==> config.mk <==
export PLATFORM = sky130hd
export DESIGN_NAME = vend_ctrl_flat
export DESIGN_NICKNAME = d
export VERILOG_FILES = /design/src/rtl/vend_pkg.sv /design/src/rtl/vend_ctrl_if.sv /design/src/rtl/vend_change_sel.sv /design/src/rtl/vend_ctrl.sv /design/src/flat_wrapper.sv
export SDC_FILE = /design/constraint.sdc
export NUM_CORES = 1
export LEC_CHECK = 0
export CAP_MARGIN = 15
export CORE_UTILIZATION = 35
export DETAILED_ROUTE_END_ITERATION = 6
export PLACE_DENSITY = 0.67
export REMOVE_ABC_BUFFERS = 1
export SLEW_MARGIN = 20
export SYNTH_ARGS = -nofsm -noshare
export SYNTH_HDL_FRONTEND = slang
export SYNTH_SLANG_ARGS = --single-unit
==> constraint.sdc <==
create_clock -name clk -period 4.3 [get_ports clk]
set_input_delay 0.645 -clock clk [delete_from_list [all_inputs] [get_ports clk]]
set_output_delay 0.645 -clock clk [all_outputs]
set_load 0.03 [all_outputs]
==> src/rtl/vend_pkg.sv <==
// rtl/vend_pkg.sv - coin codes, controller states and shared helpers for vend_ctrl
package vend_pkg;

   typedef enum logic [1:0] {
      COIN_1  = 2'b00,
      COIN_2  = 2'b01,
      COIN_5  = 2'b10,
      COIN_10 = 2'b11
   } coin_code_e;

   typedef enum logic [1:0] {
      COLLECT = 2'd0,
      VEND    = 2'd1,
      CHANGE  = 2'd2
   } state_e;

   function automatic logic [3:0] coin_value(input logic [1:0] code);
      case (coin_code_e'(code))
         COIN_1:  return 4'd1;
         COIN_2:  return 4'd2;
         COIN_5:  return 4'd5;
         default: return 4'd10;
      endcase
   endfunction

   // Selection index width; a single-product machine still carries a 1-bit id.
   function automatic int sel_w(input int n);
      return (n > 1) ? $clog2(n) : 1;
   endfunction

endpackage

==> src/rtl/vend_ctrl_if.sv <==
// rtl/vend_ctrl_if.sv - coin/selection/change bundle between front end and vend_ctrl
interface vend_ctrl_if
   import vend_pkg::*;
#(
   parameter int NUM_PROD = 4,
   parameter int CREDIT_W = 8
);
   localparam int SEL_W = sel_w(NUM_PROD);

   logic                coin_valid;
   logic [1:0]          coin_code;
   logic                sel_valid;
   logic [SEL_W-1:0]    sel_id;
   logic                cancel;
   logic                change_ready;
   logic [CREDIT_W-1:0] credit;
   logic                vend_valid;
   logic [SEL_W-1:0]    vend_id;
   logic                coin_reject;
   logic                sel_deny;
   logic                change_valid;
   logic [1:0]          change_code;
   logic                busy;

   modport master (
      output coin_valid, coin_code, sel_valid, sel_id, cancel, change_ready,
      input  credit, vend_valid, vend_id, coin_reject, sel_deny,
             change_valid, change_code, busy
   );

   modport slave (
      input  coin_valid, coin_code, sel_valid, sel_id, cancel, change_ready,
      output credit, vend_valid, vend_id, coin_reject, sel_deny,
             change_valid, change_code, busy
   );

endinterface

==> src/rtl/vend_change_sel.sv <==
// rtl/vend_change_sel.sv - picks the largest coin denomination not exceeding the credit
module vend_change_sel
   import vend_pkg::*;
#(
   parameter int CREDIT_W = 8
) (
   input  logic [CREDIT_W-1:0] i_credit,
   output logic [1:0]          o_code,
   output logic [3:0]          o_value
);

   always_comb begin
      o_code = COIN_1;
      if (i_credit >= CREDIT_W'(10))
         o_code = COIN_10;
      else if (i_credit >= CREDIT_W'(5))
         o_code = COIN_5;
      else if (i_credit >= CREDIT_W'(2))
         o_code = COIN_2;
   end

   assign o_value = coin_value(o_code);

endmodule

==> src/rtl/vend_ctrl.sv <==
// rtl/vend_ctrl.sv - multi-product vending controller: credit, vend pulse, change payout.
// VEND_MULTI_CHANGE_EN selects largest-denomination change beats instead of 1-unit beats.
module vend_ctrl
   import vend_pkg::*;
#(
   parameter int                           NUM_PROD   = 4,
   parameter int                           CREDIT_W   = 8,
   parameter int                           MAX_CREDIT = 200,
   parameter logic [NUM_PROD*CREDIT_W-1:0] PRICES     = {8'd25, 8'd20, 8'd15, 8'd10}
) (
   input logic        clk,
   input logic        rst,
   vend_ctrl_if.slave bus
);
   localparam int SEL_W = sel_w(NUM_PROD);

   state_e              r_state;
   logic [CREDIT_W-1:0] r_credit;
   logic [SEL_W-1:0]    r_vend_id;
   logic                r_coin_reject;
   logic                r_sel_deny;

   logic [CREDIT_W:0]   w_coin_sum;
   logic                w_coin_fits;
   logic [CREDIT_W-1:0] w_price;
   logic                w_sel_accept;
   logic                w_cancel_accept;
   logic [CREDIT_W-1:0] w_beat_val;
   logic [1:0]          w_beat_code;

   // One extra bit so the MAX_CREDIT compare can never be fooled by wrap-around.
   assign w_coin_sum  = {1'b0, r_credit} + (CREDIT_W+1)'(coin_value(bus.coin_code));
   assign w_coin_fits = (w_coin_sum <= (CREDIT_W+1)'(MAX_CREDIT));

   always_comb begin
      w_price = '0;
      for (int i = 0; i < NUM_PROD; i++)
         if (bus.sel_id == SEL_W'(i))
            w_price = PRICES[i*CREDIT_W +: CREDIT_W];
   end

   assign w_sel_accept    = (int'(bus.sel_id) < NUM_PROD) && (r_credit >= w_price);
   assign w_cancel_accept = bus.cancel && (r_credit != '0);

`ifdef VEND_MULTI_CHANGE_EN
   logic [1:0] w_pick_code;
   logic [3:0] w_pick_value;

   vend_change_sel #(.CREDIT_W(CREDIT_W)) u_change_sel (
      .i_credit (r_credit),
      .o_code   (w_pick_code),
      .o_value  (w_pick_value)
   );

   assign w_beat_val  = CREDIT_W'(w_pick_value);
   assign w_beat_code = w_pick_code;
`else
   assign w_beat_val  = CREDIT_W'(1);
   assign w_beat_code = 2'b00;
`endif

   always_ff @(posedge clk) begin
      if (rst) begin
         r_state       <= COLLECT;
         r_credit      <= '0;
         r_vend_id     <= '0;
         r_coin_reject <= 1'b0;
         r_sel_deny    <= 1'b0;
      end else begin
         r_coin_reject <= 1'b0;
         r_sel_deny    <= 1'b0;
         case (r_state)
            COLLECT: begin
               if (w_cancel_accept) begin
                  r_state       <= CHANGE;
                  r_coin_reject <= bus.coin_valid;
               end else if (bus.sel_valid && w_sel_accept) begin
                  r_credit      <= r_credit - w_price;
                  r_vend_id     <= bus.sel_id;
                  r_state       <= VEND;
                  r_coin_reject <= bus.coin_valid;
               end else begin
                  // Denied selections and no-credit cancels leave the coin path untouched.
                  r_sel_deny <= bus.sel_valid;
                  if (bus.coin_valid) begin
                     if (w_coin_fits)
                        r_credit <= w_coin_sum[CREDIT_W-1:0];
                     else
                        r_coin_reject <= 1'b1;
                  end
               end
            end
            VEND: begin
               r_coin_reject <= bus.coin_valid;
               r_state       <= (r_credit != '0) ? CHANGE : COLLECT;
            end
            CHANGE: begin
               r_coin_reject <= bus.coin_valid;
               if (bus.change_ready) begin
                  r_credit <= r_credit - w_beat_val;
                  if (r_credit == w_beat_val)
                     r_state <= COLLECT;
               end
            end
            default: r_state <= COLLECT;
         endcase
      end
   end

   assign bus.credit       = r_credit;
   assign bus.vend_valid   = (r_state == VEND);
   assign bus.vend_id      = r_vend_id;
   assign bus.coin_reject  = r_coin_reject;
   assign bus.sel_deny     = r_sel_deny;
   assign bus.change_valid = (r_state == CHANGE);
   assign bus.change_code  = (r_state == CHANGE) ? w_beat_code : 2'b00;
   assign bus.busy         = (r_state != COLLECT);

endmodule
==> src/flat_wrapper.sv <==
// flat-port wrapper written by rule: the top's interface ports become plain ports
module vend_ctrl_flat import vend_pkg::*;
#(
   parameter int                           NUM_PROD   = 4,
   parameter int                           CREDIT_W   = 8,
   parameter int                           MAX_CREDIT = 200,
   parameter logic [NUM_PROD*CREDIT_W-1:0] PRICES     = {8'd25, 8'd20, 8'd15, 8'd10}
)
  (clk, rst, bus_coin_valid, bus_coin_code, bus_sel_valid, bus_sel_id, bus_cancel, bus_change_ready, bus_credit, bus_vend_valid, bus_vend_id, bus_coin_reject, bus_sel_deny, bus_change_valid, bus_change_code, bus_busy);
  vend_ctrl_if #(.NUM_PROD(NUM_PROD), .CREDIT_W(CREDIT_W)) bus_i ();
  input logic clk;
  input logic rst;
  input wire logic [$bits(bus_i.coin_valid)-1:0] bus_coin_valid;
  input wire logic [$bits(bus_i.coin_code)-1:0] bus_coin_code;
  input wire logic [$bits(bus_i.sel_valid)-1:0] bus_sel_valid;
  input wire logic [$bits(bus_i.sel_id)-1:0] bus_sel_id;
  input wire logic [$bits(bus_i.cancel)-1:0] bus_cancel;
  input wire logic [$bits(bus_i.change_ready)-1:0] bus_change_ready;
  output wire logic [$bits(bus_i.credit)-1:0] bus_credit;
  output wire logic [$bits(bus_i.vend_valid)-1:0] bus_vend_valid;
  output wire logic [$bits(bus_i.vend_id)-1:0] bus_vend_id;
  output wire logic [$bits(bus_i.coin_reject)-1:0] bus_coin_reject;
  output wire logic [$bits(bus_i.sel_deny)-1:0] bus_sel_deny;
  output wire logic [$bits(bus_i.change_valid)-1:0] bus_change_valid;
  output wire logic [$bits(bus_i.change_code)-1:0] bus_change_code;
  output wire logic [$bits(bus_i.busy)-1:0] bus_busy;
  assign bus_i.coin_valid = bus_coin_valid;
  assign bus_i.coin_code = bus_coin_code;
  assign bus_i.sel_valid = bus_sel_valid;
  assign bus_i.sel_id = bus_sel_id;
  assign bus_i.cancel = bus_cancel;
  assign bus_i.change_ready = bus_change_ready;
  assign bus_credit = bus_i.credit;
  assign bus_vend_valid = bus_i.vend_valid;
  assign bus_vend_id = bus_i.vend_id;
  assign bus_coin_reject = bus_i.coin_reject;
  assign bus_sel_deny = bus_i.sel_deny;
  assign bus_change_valid = bus_i.change_valid;
  assign bus_change_code = bus_i.change_code;
  assign bus_busy = bus_i.busy;
  vend_ctrl #(.NUM_PROD(NUM_PROD), .CREDIT_W(CREDIT_W), .MAX_CREDIT(MAX_CREDIT), .PRICES(PRICES)) u_core (.clk(clk), .rst(rst), .bus(bus_i));
endmodule
* Yosys cells after proc, flatten, opt, wreduce, memory -nomap -nowiden *
Cells that the tools add are included.

storage, ports and cells
  input bits = 10
  logic and storage cells = 61
  output and inout bits = 17
  flip-flop bits (word level) = 14

cells by class
  add/sub/neg operators = 3
  muxes and demuxes = 22
  $lt $le $gt $ge = 2
  bitwise gates (word level) = 2
  eq/ne operators = 14
  reduce and logical (&&, ||, !) cells = 13

operator list
  operator               number
  $mux W8                5
  $pmux W8 S2            1
  $pmux W4 S3            1
  $mux W2                5
  $mux W5                2
  $add A8 B4 Y9          1
  $le A9 B8 Y1 const B   1
  $eq A2 B2 Y1 const B   4
  $eq A8 B1 Y1 const B   1
  $ge A8 B5 Y1           1
  $mux W4                2
  $reduce_bool A8 Y1     1
  $sub A8 B1 Y8 const B  1
  $sub A8 B5 Y8          1
  $eq A2 B1 Y1 const B   3
  $logic_not A2 Y1       3
  $ne A3 B1 Y1 const B   2
  $pmux W2 S3            1
  $reduce_and A3 Y1      2
  $reduce_and A5 Y1      1
  $mux W1                4
  $ne A2 B2 Y1 const B   2
  $reduce_bool A2 Y1     2
  $reduce_or A4 Y1       1
  6 further kinds        8

* Longest topological paths before layout *
Gate-level depths: netlist (run 1).

  depth after elaboration = 10
  mapped depth = 13
  mapped depth without buffers = 12

* Worst setup path after synthesis (run 1) *
Ideal clock, no wire load.

  path type = in2reg
  start point = input bus_sel_id[0]
  end point = register u_core.r_credit[4] (netlist: u_core.bus.credit[4])
  arrival time = 2737 ps
  path buffers = 0
  data required time = 4179 ps
  library setup time = 121 ps
  stages on the path = 10
  slack = 1442 ps
  cells stage by stage = inv_1 > ha_1 > inv_1 > ha_1 > nor2b_1 > o31a_1 > o311ai_4 > a21oi_2 > a21oi_4 > mux2_4

between the ends
  longest elaborated chain between the ends = 10
  elaborated cells on any way between the ends = 17
  classes of those cells = 1 x add/sub; 1 x order compare; 5 x eq/ne; 7 x mux; 3 x reduce/logical

RTL lines
  what                    RTL line            RTL
  start: declaration      flat_wrapper.sv:16  input wire logic [$bits(bus_i.sel_id)-1:0] bus_sel_id;
  $logic_not A2 Y1        vend_ctrl.sv:38     if (bus.sel_id == SEL_W'(i))
  $mux W4 (2 in series)   vend_ctrl.sv:38
  $mux W5                 vend_ctrl.sv:38
  $mux W5 *               vend_ctrl.sv:38
  $ge A8 B5 Y1            vend_ctrl.sv:42     assign w_sel_accept = (int'(bus.sel_id) < NUM_PROD) && (r_credit >= w_price);
  $logic_and A1 B1 Y1     vend_ctrl.sv:77     end else if (bus.sel_valid && w_sel_accept) begin
  $mux W8                 vend_ctrl.sv:77
  $mux W8                 vend_ctrl.sv:74     if (w_cancel_accept) begin
  $pmux W8 S2             vend_ctrl.sv:72     case (r_state)
  end signal: assignment  vend_ctrl.sv:78     r_credit <= r_credit - w_price;
  end signal: assignment  vend_ctrl.sv:87     r_credit <= w_coin_sum[CREDIT_W-1:0];
  end signal: assignment  vend_ctrl.sv:100    r_credit <= r_credit - w_beat_val;
  end: declaration        vend_ctrl.sv:18     logic [CREDIT_W-1:0] r_credit;

Every way passes the cells marked *; elsewhere a longest branch is shown, timed or not. The select of a mux whose other input is x is not followed.
A chain may end at the register's enable or synchronous reset.

* Final worst setup path (run 1) *
  start point = input bus_sel_id[0]
  end point = register u_core.r_credit[5] (netlist: u_core.bus.credit[5])

The elaborated chain is that of the path after synthesis.

==> results of run 1 <==
[kinds of logic after synthesis]
kind of cell / Yosys count
AND/OR/NAND/NOR: 74
AO/OA/AOI/OAI: 67
other: 1
buffers and inverters: 30
multiplexers: 10
adder cells (fa/ha/maj): 21
flip-flops: 14
XOR/XNOR: 11
[per-layer routing]
| layer | part of all wire | global-route usage | up-vias |
|---|---|---|---|
| li1 | - | - | 866 |
| met1 | 0.48 | 0.239 | 803 |
| met2 | 0.46 | 0.269 | 49 |
| met3 | 0.050 | 0.0348 | 4 |
| met4 | 0.0076 | 0.0440 | 0 |
| met5 | 0 | 0 | - |
[stage by stage]
step | instance area [um2] | hold WS (ns) | utilization | worst slack [ns]
floorplan | 1780 | 0.518 | - | 1.38
global placement | 2110 | 0.476 | 0.414 | 0.511
detailed placement | 2110 | 0.475 | 0.414 | 0.324
CTS | 2170 | 0.486 | 0.424 | 0.566
global route | 2170 | 0.530 | 0.424 | 0.292
finish | 2170 | 0.492 | 0.424 | 0.603
[area by class of cell]
| cell class | count | share of cell area |
|---|---|---|
| Multi-Input combinational cell | 185 | 0.666 |
| Sequential cell | 14 | 0.129 |
| Timing Repair Buffer | 24 | 0.111 |
| Tap cell | 70 | 0.0404 |
| Inverter | 16 | 0.0277 |
| Clock buffer | 4 | 0.0254 |
[cell usage in the layout (no fill, tap or decap), drive strengths merged, types with 5 or more instances in the layout]
cell / count
clkdlybuf4s50: 24
nor2: 20
ha: 19
inv: 16
dfxtp: 14
a21oi: 13
o21ai: 12
nand2: 10
mux2i: 9
nand3: 9
xnor2: 8
a211oi: 8
and2: 6
a31oi: 5
o31ai: 5
[final timing paths]
check / cells after the start / slack [ns] / endpoint
worst max-delay path: 13 / 0.60 / u_core.bus.credit[5]$_SDFFE_PP0P_
worst min-delay path: 2 / 0.49 / u_core.bus.vend_id[0]$_SDFFE_PP0P_
worst max register to register: 7 / 1.41 / u_core.bus.credit[5]$_SDFFE_PP0P_
worst min register to register: 2 / 0.49 / u_core.bus.vend_id[0]$_SDFFE_PP0P_
[critical path, delay by kind of cell]
family	cells	cell delay, ns
AOI/OAI and AO/OA	3	1.12
buffers and inverters	3	0.73
muxes	2	0.58
adders and majority gates	2	0.44
and+or+nand+nor	3	0.31
[power breakdown]
| group | internal [mW] | leakage, nW | switching (mW) |
|---|---|---|---|
| sequential | 0.173 | 0.115 | 0.102 |
| combinational | 0.450 | 0.687 | 0.605 |
| clock | 0.0813 | 0.0288 | 0.0546 |
[Yosys cell counts, types with 2 or more instances]
cell,n
ha_1,19
nor2_1,19
inv_1,16
dfxtp_1,14
a21oi_1,10
nand2_1,10
o21ai_0,10
mux2i_1,9
nand3_1,8
xnor2_1,8
a211oi_1,6
clkbuf_1,6
a31oi_1,5
and2_1,5
buf_4,4
nand2b_1,4
nand4_1,4
nor2b_1,4
o31a_1,4
buf_2,3
o21a_1,3
o31ai_1,3
xor2_1,3
a211oi_2,2
a21oi_2,2
and3_1,2
fa_1,2
nand3b_1,2
nor3_1,2
o21ai_1,2
or2_2,2
[sequential cells by signal, indices dropped and copies added (netlist names)]
signal / flops
u_core.bus.credit: 8
u_core.bus.vend_id: 2
u_core.r_state: 2
u_core.bus.coin_reject: 1
u_core.bus.sel_deny: 1
==> impl_metrics.py, run 1 <==
metrics = {
    "run_status": {
        "outcome": "complete, no violations",
    },
    "route": {
        "antenna_left": 0,
        "drtIter0Drc": 89,
        "post-route-drc-count": 0,
        "wl_um": 4630,
        "routed_via_density": 5.50,
        "wl_per_cell_um": 14.8,
        "drtPass1Iterations": 4,
        "route.vias.total": 1722,
    },
    "logic_synthesis": {
        "synthesis.area_um2": 1860,
        "ys.flop_type": "dfxtp_1",
        "synthXorXnorAreaFrac": 0.0518,
        "synth_edf_count": 0,
        "synth_cell_types": 66,
        "syn_avg_cell_area_um2": 8.15,
        "synthAdderAreaFrac": 0.149,
        "yosys_register_bits": 14,
        "async_flop_share": 0,
        "yosysSeqAreaShare": 0.151,
        "synthTopCellsByArea": "dfxtp_1, ha_1, mux2i_1",
        "synth_mux_area_frac": 0.0565,
        "yosys.area.top_type_share": 0.151,
        "synth_top_family_by_area": "compound AO/OA/AOI/OAI gates",
        "ys_warn_count": 0,
        "synthSimpleGateAreaFrac": 0.223,
        "yosysTopAreaCell": "dfxtp_1",
        "synth_compound_area_frac": 0.292,
        "syn_inst": 228,
    },
    "final_layout": {
        "stdcell_count": 313,
        "nets": 275,
        "num-fill-cells": 533,
        "syn2layout_area_growth_pct": 16.6,
        "drive_above_1_share": 0.0988,
        "seq_area_um2": 280,
        "diodes": 0,
        "multiInputGateArea_um2": 1440,
    },
    "clock_network": {
        "insertion_delay_ns": 0.25,
        "ctsLongestPathBuffers": 2,
        "htreeDepth": 1,
        "cts_sinks": 14,
        "numCtsBuffers": 3,
        "cts_tree": "done",
        "cts_hold_buf": 0,
        "cts_setup_buffers": 0,
        "path_clk_slew_ns": 0.07,
        "clockRootBuffer": "clkbuf_8",
        "cts_resized": 0,
    },
    "floorplan": {
        "ios": 27,
        "start_util": 0.364,
        "die_h_um": 74.9,
        "die-area_um2": 5610,
        "die_w_um": 74.9,
        "coreArea_um2": 5110,
        "rows": 26,
    },
    "timing": {
        "tightestPinTransition_ns": 0.785,
        "tns_ns": 0,
        "fin_crit_sh": 0.860,
        "rsz0062_at_grt": "false",
        "fmax_mhz": 270,
        "slew_violations": 0,
        "fin_skew_ns": 0.00563,
        "hold_viol": 0,
        "slew_headroom": 0.477,
        "min_period_ns": 3.70,
        "setup_viol": 0,
    },
    "place": {
        "placed_cells_incl_taps": 309,
        "gp_congestion": 0.968,
        "hpwlAfterDp_um": 3470,
        "portBuffers": 24,
    },
    "grt": {
        "grt_max_degree": 23,
        "grt_util_all_layers": 0.171,
        "grt_pass1_wl_um": 7220,
        "grt_pass1_vias": 1446,
        "grt-ovfl-total": 0,
        "antenna_found_initial": 0,
    },
    "critical_path": {
        "cp-end-kind": "register",
        "cp.arrival_ns": 3.83,
        "slowest_delay_ns": 0.61,
        "startpoint_type": "primary input",
        "critPathRequiredTime_ns": 4.43,
        "crit_chain": "clkdlybuf4s50_1 -> inv_1 -> ha_1 -> nor2_1 -> o21ai_0 -> inv_1 -> fa_1 -> nor2b_1 -> o31a_1 -> o31ai_4 -> mux2i_1 -> mux2i_1 -> nand4_1",
        "rr_startpoint": "u_core.bus.credit[2]$_SDFFE_PP0P_",
        "crit_start": "bus_sel_id[0]",
        "path_max_fanout": 14,
        "slowest_stage": "o31ai_4",
        "path_class": "in -> reg",
    },
    "hold_path": {
        "min-delay-start": "u_core.bus.vend_id[0]$_SDFFE_PP0P_",
        "hold_path.class": "reg -> reg",
    },
    "job": {
        "cap_violations": 0,
    },
    "pwr": {
        "total_power_mw": 1.47,
        "vdd_drop_max_mv": 0.308,
        "power_density_nw_per_um2": 677,
        "p_leak_nw": 0.831,
    },
}
(Power assumes the default switching activity.)
==> run 2: changes to the inputs <==
--- a/config.mk
+++ b/config.mk
@@ -5,10 +5,11 @@
 export SDC_FILE = /design/constraint.sdc
 export NUM_CORES = 1
 export LEC_CHECK = 0
+export ABC_AREA = 1
 export CAP_MARGIN = 15
 export CORE_UTILIZATION = 35
 export DETAILED_ROUTE_END_ITERATION = 6
-export PLACE_DENSITY = 0.67
+export PLACE_DENSITY = 0.68
 export REMOVE_ABC_BUFFERS = 1
 export SLEW_MARGIN = 20
 export SYNTH_ARGS = -nofsm -noshare
==> impl_metrics.py, run 2 <==
metrics = {
    "run_status": {
        "outcome": "complete, no violations",
    },
    "grt": {
        "grt_pass1_vias": 1642,
        "grt_util_all_layers": 0.177,
        "antenna_found_initial": 0,
        "grt_pass1_wl_um": 7290,
        "grt_max_degree": 15,
        "grt-ovfl-total": 0,
    },
    "route": {
        "drt-met1-wl_um": 1950,
        "top_layer": "met4",
        "wl_um": 4370,
        "met2_length_um": 2010,
        "wl_met3_um": 306,
        "wl_per_cell_um": 12.3,
        "drtPass1Iterations": 4,
        "drtIter0Drc": 160,
        "routed_via_density": 5.05,
        "antenna_left": 0,
        "route.vias.total": 1799,
        "post-route-drc-count": 0,
    },
    "logic_synthesis": {
        "ys_warn_count": 0,
        "synth_cell_types": 37,
        "synthesis.area_um2": 1770,
        "yosysSeqAreaShare": 0.159,
        "synth.most_common_cell": "nand2_1",
        "synth_commonest_cells": "nand2_1, nor2_1, inv_1, nand3_1, a21oi_1",
        "async_flop_share": 0,
        "yosys_register_bits": 14,
        "yosys.area.top_type_share": 0.159,
        "synth_edf_count": 0,
        "ys.flop_type": "dfxtp_1",
        "syn_inst": 269,
        "yosysTopAreaCell": "dfxtp_1",
        "synthTopCellsByArea": "dfxtp_1, ha_1, nand2_1",
        "syn_avg_cell_area_um2": 6.57,
    },
    "clock_network": {
        "cts_resized": 0,
        "insertion_delay_ns": 0.25,
        "cts_hold_buf": 0,
        "htreeDepth": 1,
        "cts_sinks": 14,
        "cts_tree": "done",
        "clockRootBuffer": "clkbuf_8",
        "cts_setup_buffers": 0,
        "numCtsBuffers": 3,
        "path_clk_slew_ns": 0.07,
        "ctsLongestPathBuffers": 2,
    },
    "final_layout": {
        "fin_area_um2": 2060,
        "syn2layout_area_growth_pct": 16.7,
        "diodes": 0,
        "nets": 321,
        "layout_common_cells": "nand2_1, nor2_1, inv_1, nand3_1, clkdlybuf4s50_1",
        "drive_above_1_share": 0.111,
        "stdcell_count": 356,
        "largest_register_ffs": 8,
        "final_common_cell": "nand2_1",
        "finish.utilization": 0.431,
    },
    "critical_path": {
        "crit_chain": "clkdlybuf4s50_1 -> inv_1 -> ha_1 -> o21ai_0 -> inv_1 -> fa_1 -> o21ai_2 -> nand2_1 -> nand3_2 -> nand2_4 -> inv_4 -> nand3_1 -> a21oi_1 -> nand3_1 -> nand2_1 -> nor2_1",
        "ff2ff_path_depth": 13,
        "slowest_delay_ns": 0.56,
        "cp-end-kind": "register",
        "path_class": "in -> reg",
        "startpoint_type": "primary input",
        "cp.arrival_ns": 3.34,
        "path_max_fanout": 14,
        "slowest_stage": "clkdlybuf4s50_1",
        "critPathRequiredTime_ns": 4.45,
    },
    "timing": {
        "tightestPinTransition_ns": 0.610,
        "setup_viol": 0,
        "fmax_mhz": 313,
        "rsz0062_at_grt": "false",
        "hold_viol": 0,
        "fin_skew_ns": 0.00293,
        "tns_ns": 0,
        "fin_ws_ns": 1.11,
        "fin_hold_ws_ns": 0.472,
        "slew_headroom": 0.593,
        "min_period_ns": 3.19,
        "fin_crit_sh": 0.743,
        "slew_violations": 0,
    },
    "floorplan": {
        "die_h_um": 73.0,
        "die_w_um": 73.0,
        "die-area_um2": 5340,
        "ios": 27,
        "start_util": 0.369,
        "rows": 25,
        "coreArea_um2": 4790,
    },
    "pwr": {
        "power_density_nw_per_um2": 854,
        "p_leak_nw": 0.989,
        "vdd_drop_max_mv": 0.296,
        "total_power_mw": 1.76,
    },
    "place": {
        "placed_cells_incl_taps": 352,
        "gp_congestion": 0.967,
        "hpwlAfterDp_um": 3470,
        "place_area_um2": 2010,
        "post-place-ws_ns": 0.850,
        "portBuffers": 24,
    },
    "hold_path": {
        "hold_depth": 2,
        "hold_path.class": "reg -> reg",
    },
    "job": {
        "cap_violations": 0,
    },
}
[run 2: worst max-delay path: cells and delay by family]
family          cells  cell delay, ns
compound gates      3            0.58
fa+ha+maj           2            0.65
buf+inv             4            0.90
simple gates        7            0.56
[run 2: path summary, 6_finish.rpt]
kind                                      start                                  to  slack, ns
max reg2reg   u_core.bus.credit[0]$_SDFFE_PP0P_   u_core.bus.credit[5]$_SDFFE_PP0P_       1.80
min          u_core.bus.vend_id[1]$_SDFFE_PP0P_  u_core.bus.vend_id[1]$_SDFFE_PP0P_       0.47
max                               bus_sel_id[0]   u_core.bus.credit[5]$_SDFFE_PP0P_       1.11
min reg2reg  u_core.bus.vend_id[1]$_SDFFE_PP0P_  u_core.bus.vend_id[1]$_SDFFE_PP0P_       0.47
[run 2: kinds of logic (layout without fill, tap and decap cells)]
| kind of cell | after synthesis | count (layout) | synth area share |
|---|---|---|---|
| AOI/OAI and AO/OA | 40 | 40 | 0.130 |
| xor gates and xnor gates | 7 | 7 | 0.0347 |
| adders and majority gates | 21 | 21 | 0.157 |
| buffers and inverters | 42 | 61 | 0.124 |
| DFF | 14 | 14 | 0.159 |
| muxes | 1 | 1 | 0.00567 |
| other | 1 | 2 | 0.00212 |
| and+or+nand+nor | 143 | 143 | 0.388 |
[run 2: area by class of cell]
cell class	count	area [um2]
Sequential cell	14	280
Clock buffer	4	55.1
Timing Repair Buffer	24	240
Multi-Input combinational cell	214	1270
Fill cell	507	2720
Inverter	33	131
Tap cell	67	83.8
[run 2: per-layer routing]
layer,vias up,global-route usage
li1,917,-
met1,810,0.218
met2,61,0.303
met3,11,0.0290
met4,0,0.0763
met5,-,0
[run 2: where the power goes]
part | leakage (nW) | internal, mW | total [mW] | switching, mW
registers | 0.115 | 0.182 | 0.303 | 0.120
logic | 0.845 | 0.505 | 1.32 | 0.816
clock network | 0.0288 | 0.0814 | 0.137 | 0.0561
